--- src/rtl/decoder_seq_pkg.sv ---
// decoder_seq_pkg: shared state encoding and default select width for the burst sequencer
package decoder_seq_pkg;
    localparam int SEL_W_DEFAULT = 3;
    typedef enum logic [1:0] {
        IDLE   = 2'd0,
        ACTIVE = 2'd1,
        DONE   = 2'd2
    } state_t;
endpackage

--- src/rtl/decoder_burst_sequencer.sv ---
// decoder_burst_sequencer: walks a downstream decoder select through a wrapping burst of lines
module decoder_burst_sequencer
    import decoder_seq_pkg::*;
#(
    parameter int SEL_W = SEL_W_DEFAULT
) (
    input  logic             clk,
    input  logic             reset,
    input  logic             req_valid,
    output logic             req_ready,
    input  logic [SEL_W-1:0] req_addr,
    input  logic [SEL_W-1:0] req_len,
    input  logic             hold,
    input  logic             abort,
    output logic [SEL_W-1:0] select,
    output logic             enable,
    output logic             done,
    output logic             aborted
);
    state_t           state;
    logic [SEL_W-1:0] addr;
    logic [SEL_W-1:0] cnt;
    logic             cut;

    always_ff @(posedge clk) begin
        if (reset) begin
            state <= IDLE;
            addr  <= '0;
            cnt   <= '0;
            cut   <= 1'b0;
        end else begin
            case (state)
                IDLE: if (req_valid) begin
                    addr  <= req_addr;
                    cnt   <= req_len;
                    cut   <= 1'b0;
                    state <= ACTIVE;
                end
                ACTIVE: if (abort) begin
                    cut   <= 1'b1;
                    state <= DONE;
                end else if (!hold) begin
                    if (cnt == '0) state <= DONE;
                    else begin
                        addr <= addr + 1'b1;
                        cnt  <= cnt - 1'b1;
                    end
                end
                DONE: begin
                    cut   <= 1'b0;
                    state <= IDLE;
                end
                default: state <= IDLE;
            endcase
        end
    end

    // hold is the only input that reaches an output without a register
    always_comb begin
        req_ready = state == IDLE;
        enable    = state == ACTIVE && !hold;
        select    = addr;
        done      = state == DONE;
        aborted   = state == DONE && cut;
    end
endmodule

--- config.mk ---
export PLATFORM = sky130hd
export DESIGN_NAME = decoder_burst_sequencer
export DESIGN_NICKNAME = d
export VERILOG_FILES = /design/src/rtl/decoder_seq_pkg.sv /design/src/rtl/decoder_burst_sequencer.sv
export SDC_FILE = /design/constraint.sdc
export NUM_CORES = 1
export LEC_CHECK = 0
export CORE_MARGIN = 2
export CORE_UTILIZATION = 44
export DETAILED_ROUTE_END_ITERATION = 16
export GPL_TIMING_DRIVEN = 0
export PLACE_DENSITY_LB_ADDON = 0.2
export SYNTH_ARGS = -nofsm -noshare
export SYNTH_HDL_FRONTEND = slang
export SYNTH_SLANG_ARGS = --single-unit
export TNS_END_PERCENT = 5
--- constraint.sdc ---
create_clock -name clk -period 1.7 [get_ports clk]
set_clock_uncertainty 0.15 [all_clocks]
set_input_delay 0.34 -clock clk [delete_from_list [all_inputs] [get_ports clk]]
set_output_delay 0.34 -clock clk [all_outputs]
set_load 0.02 [all_outputs]
# Yosys cells after proc, flatten, opt, wreduce, memory -nomap -nowiden
# Index checks and enable logic that the tools add are counted.
# totals
register_bits	9
inputBits	11
output_inout_bits	7
word_cells	43
# op_classes
n_addsub	2
n_eq_ne	9
muxes	18
n_reduce_logical	10
# ops
cell	n
3-bit 2-to-1 mux	8
3-bit one-hot mux with 2 select lines	2
2-bit != test (second input constant)	5
2-bit 2-to-1 mux	4
3-bit != test (second input constant)	2
3-bit AND reduction	2
5-bit AND reduction	1
2-bit one-hot mux with 2 select lines	1
3-bit by 1-bit adder with 3-bit output (second input constant)	1
3-bit zero test	1
1-bit one-hot mux with 3 select lines	1
3-bit nonzero test	1
3-bit by 1-bit subtractor with 3-bit output (second input constant)	1
2-bit by 1-bit equality test with 1-bit output (second input constant)	1
2-bit equality test (second input constant)	1
1-bit logical AND	2
2-bit zero test	1
1-bit 2-to-1 mux	2
2-bit nonzero test	1
1-bit zero test	1

# Longest topological paths before layout
# depth
ltp_word	5
depth_mapped	6
depth_no_buf	6

# Worst setup path before layout
# No wires, ideal clock.
# synth_timing
path_kind	reg-to-output
start	reg state[0]
end	out aborted
arrival_time_ns	1.167
required_ns	1.210
setup_slack_ns	0.043
stages_incl_launch_ff	4
path_buffers	1
cell_sequence	dfxtp_1 > buf_2 > nor2_1 > and2_1
# synth_between
elab_chain_cells	2
# synth_rtl
item	line_no	source
start: declaration	decoder_burst_sequencer.sv:20	state_t state;
start signal: assignment	decoder_burst_sequencer.sv:27	state <= IDLE;
start signal: assignment	decoder_burst_sequencer.sv:37	state <= ACTIVE;
start signal: assignment	decoder_burst_sequencer.sv:41	state <= DONE;
2-bit equality test	--	
named net done	decoder_burst_sequencer.sv:17	output logic done,
1-bit logical AND	decoder_burst_sequencer.sv:64	aborted = state == DONE && cut;
end: declaration	decoder_burst_sequencer.sv:18	output logic aborted
# The timed path passes the listed nets, and every way through them passes these cells.

# Worst setup path in the final report
# layout_timing
start	reg state[0]
end	out aborted
# layout_between
elab_chain_cells	2
# layout_rtl
item	line_no
2-bit equality test	decoder_burst_sequencer.sv:64
1-bit logical AND	decoder_burst_sequencer.sv:64
# Every way passes these cells.

==> run summary <==
Hold path endpoint - cut$_SDFFE_PP0P_
Power Dens Cells - 762 nW/um^2
Post-Route Setup TNS - 0 ps
Final ANT Viol Nets - 0
Vias - 575
Worst-Skew Late Latency - 270 ps
Worst path cell trace - buf_6 -> nor2_1 -> and2_1 -> buf_4
Slew headroom - 70.4%
IO Pins - 18
Post-layout min period - 1680 ps
DR top layer - met4
Worst Path Arrival - 1190 ps
DRT Pass-1 Iters - 4
Antenna violations before repair - 0
CTS Buf Count - 3
Largest net degree at the start of global routing - 11
Worst-path maximum fanout - 10
Grt total ovfl - 0
Vias in the first global route - 473
Max Slew Vio Count - 0
CTS root buf - clkbuf_4
RePlAce Congestion - 0.771
Die area - 1640 um^2
Clk sinks - 9
Avg Synthesized Cell Area - 8.35 um^2
Drt via density - 5.48
Max_cap viols - 0
Post-synthesis sequential area ratio - 30.8%
First-pass GRT wire length - 2090 um
Leakage - 0.000336 uW
TritonCTS clock tree - done
Worst Hold Class - reg -> reg
Slowest stage delay, CP - 410 ps
Worst Max-Slew Pin Slew - 444 ps
Die W - 40.4 um
Initial Util - 46.1%
Crit path launch type - flop
CP bufs+invs - 2
Cell variety after synth - 27
Status - complete, no violations
DR iter-0 viols - 8
Max frequency - 596 MHz
Final hold vios - 0
Worst r2r src - cnt[0]$_SDFFE_PP0P_
Dpl hpwl - 986 um
H-tree depth - 1
Chip Height - 40.4 um
Hold buffer count at CTS - 0
Clock tree buffer depth - 2
DRT Wirelength - 1400 um
Clock-pin transition on the worst setup and hold timing paths - 70 ps
Synth warnings - 0
WHS Path Cells - 2
DRC Markers - 0
Met1 wire length - 654 um
DR WL met2 - 668 um
Endpoint class of the critical path - output pin
Core box area - 1270 um^2
CP max stage cell - dfxtp_4
Layout cells sized above 1 - 26.7%
Family with the most delay on the worst path - flip-flops
Hold WS - 316 ps
Port buffer count - 16
Gr usage total - 19.7%
R2r worst-path depth - 6
Synthesized netlist cell count - 70
RR Endpoint - select[2]$_SDFFE_PP0P_
Final Setup Violations - 0
Final worst path period share - 98.7%
FP Rows - 13
Nets - 105
Critical path class - reg -> out
CP Depth - 4
DR WL/cell - 13.3 um
Post-Syn Area - 584 um^2
Layout fillers - 113
Layout area overhead - 42.0%
RSZ-0062 raised after global routing - true
Number of synthesized register bits - 9
Antenna Cells - 0
Critical hold path startpoint - cut$_SDFFE_PP0P_
Met3 wire length - 53 um
Syn nets - 84
Peak supply drop - 0.000376 V
R2R Setup Slk - 60 ps
Critical path required time - 1210 ps
worst max path at each step:
| stage | startpoint | to |
|---|---|---|
| after global routing | state[1]$_SDFFE_PP0P_ | aborted |
| after CTS | state[0]$_SDFFE_PP0P_ | aborted |
| after detailed placement | hold | enable |
| final | state[0]$_SDFFE_PP0P_ | aborted |
| after floorplan | state[0]$_SDFFE_PP0P_ | aborted |
| after global placement | hold | enable |
stage by stage:
step | utilization (%) | power (uW) | area, um^2 | setup slack, ps | cells
after floorplan | - | 368 | 584 | 43.3 | 70
after global placement | 60.2 | 437 | 763 | -380 | 101
after detailed placement | 60.2 | 441 | 763 | -380 | 101
after CTS | 61.9 | 611 | 786 | -33.7 | 105
after global routing | 65.4 | 674 | 830 | -11.1 | 105
final | 65.4 | 632 | 830 | 21.6 | 105
registers in the layout, indices dropped and copies added, names as in the netlist:
name    cells
state       2
cnt         3
cut         1
select      3
per-layer routing:
layer	vias to the layer above	GRT usage, %
li1	297	-
met1	263	25.2
met2	12	31.3
met3	3	5.00
met4	0	7.50
met5	-	0
power breakdown:
part	internal (uW)	switching, uW
clock	90.9	86.2
combinational	96.4	104
sequential	231	23.6
total	418	214
area by class of cell:
type | instances | area, um^2 | area share (%)
Clock buffer | 4 | 26.3 | 3.17
Multi-Input combinational cell | 53 | 409 | 49.3
Sequential cell | 9 | 188 | 22.6
Timing Repair Buffer | 16 | 140 | 16.9
Buffer | 3 | 26.3 | 3.17
Tap cell | 15 | 18.8 | 2.26
Inverter | 5 | 21.3 | 2.56
placed cells by master (no fill, tap or decap), drive strengths merged, types with 3 or more instances in the layout:
master,netlist,layout
nor2b,3,3
nand2b,3,3
nor4,3,3
a21oi,7,7
a211oi,3,3
clkdlybuf4s50,0,7
inv,5,5
nor2,8,8
buf,3,6
dfxtp,9,9
clkbuf,0,4
o21ai,4,4
nor3,5,5
ha,3,3
dlygate4sd2,0,6
worst reg2reg max path: stages, from the launching register on:
cell and delay [ps]:
dfxtp_4 370, inv_4 50, ha_4 150, nor2b_4 130, nor4_4 360, and3_4 260, nor4_2 40
synth_stat cells, drive strengths merged:
master | number | share of area (%)
a211oi | 3 | 3.9
a21oi | 7 | 6.0
a41oi | 1 | 1.5
and2 | 1 | 1.1
and3 | 2 | 2.1
buf | 3 | 3.4
dfxtp | 9 | 31
ha | 3 | 6.4
inv | 5 | 3.2
mux2i | 1 | 1.7
nand2 | 2 | 1.3
nand2b | 3 | 4.5
nand4 | 2 | 2.1
nor2 | 8 | 5.1
nor2b | 3 | 3.2
nor3 | 5 | 4.3
nor3b | 1 | 2.1
nor4 | 3 | 7.9
o21a | 1 | 1.3
o21ai | 4 | 3.4
o221ai | 1 | 1.5
o22a | 2 | 3.0
kinds of logic (layout without fill, tap and decap cells):
group / count (synthesis) / in the layout / share of synthesized area (%)
buffers and inverters: 8 / 28 / 6.64
AO/OA/AOI/OAI: 19 / 19 / 20.6
flip-flops: 9 / 9 / 30.8
adder cells (fa/ha/maj): 3 / 3 / 6.42
multiplexers: 1 / 1 / 1.71
AND/OR/NAND/NOR: 30 / 30 / 33.8
repair_timing:
action | CTS | global route
gates resized for setup | 21 | 17
endpoints found under the setup margin | 8 | 5
buffers inserted | 0 | 0
pin swaps | 0 | 6
No activity file was read; power rests on OpenSTA's default activity.
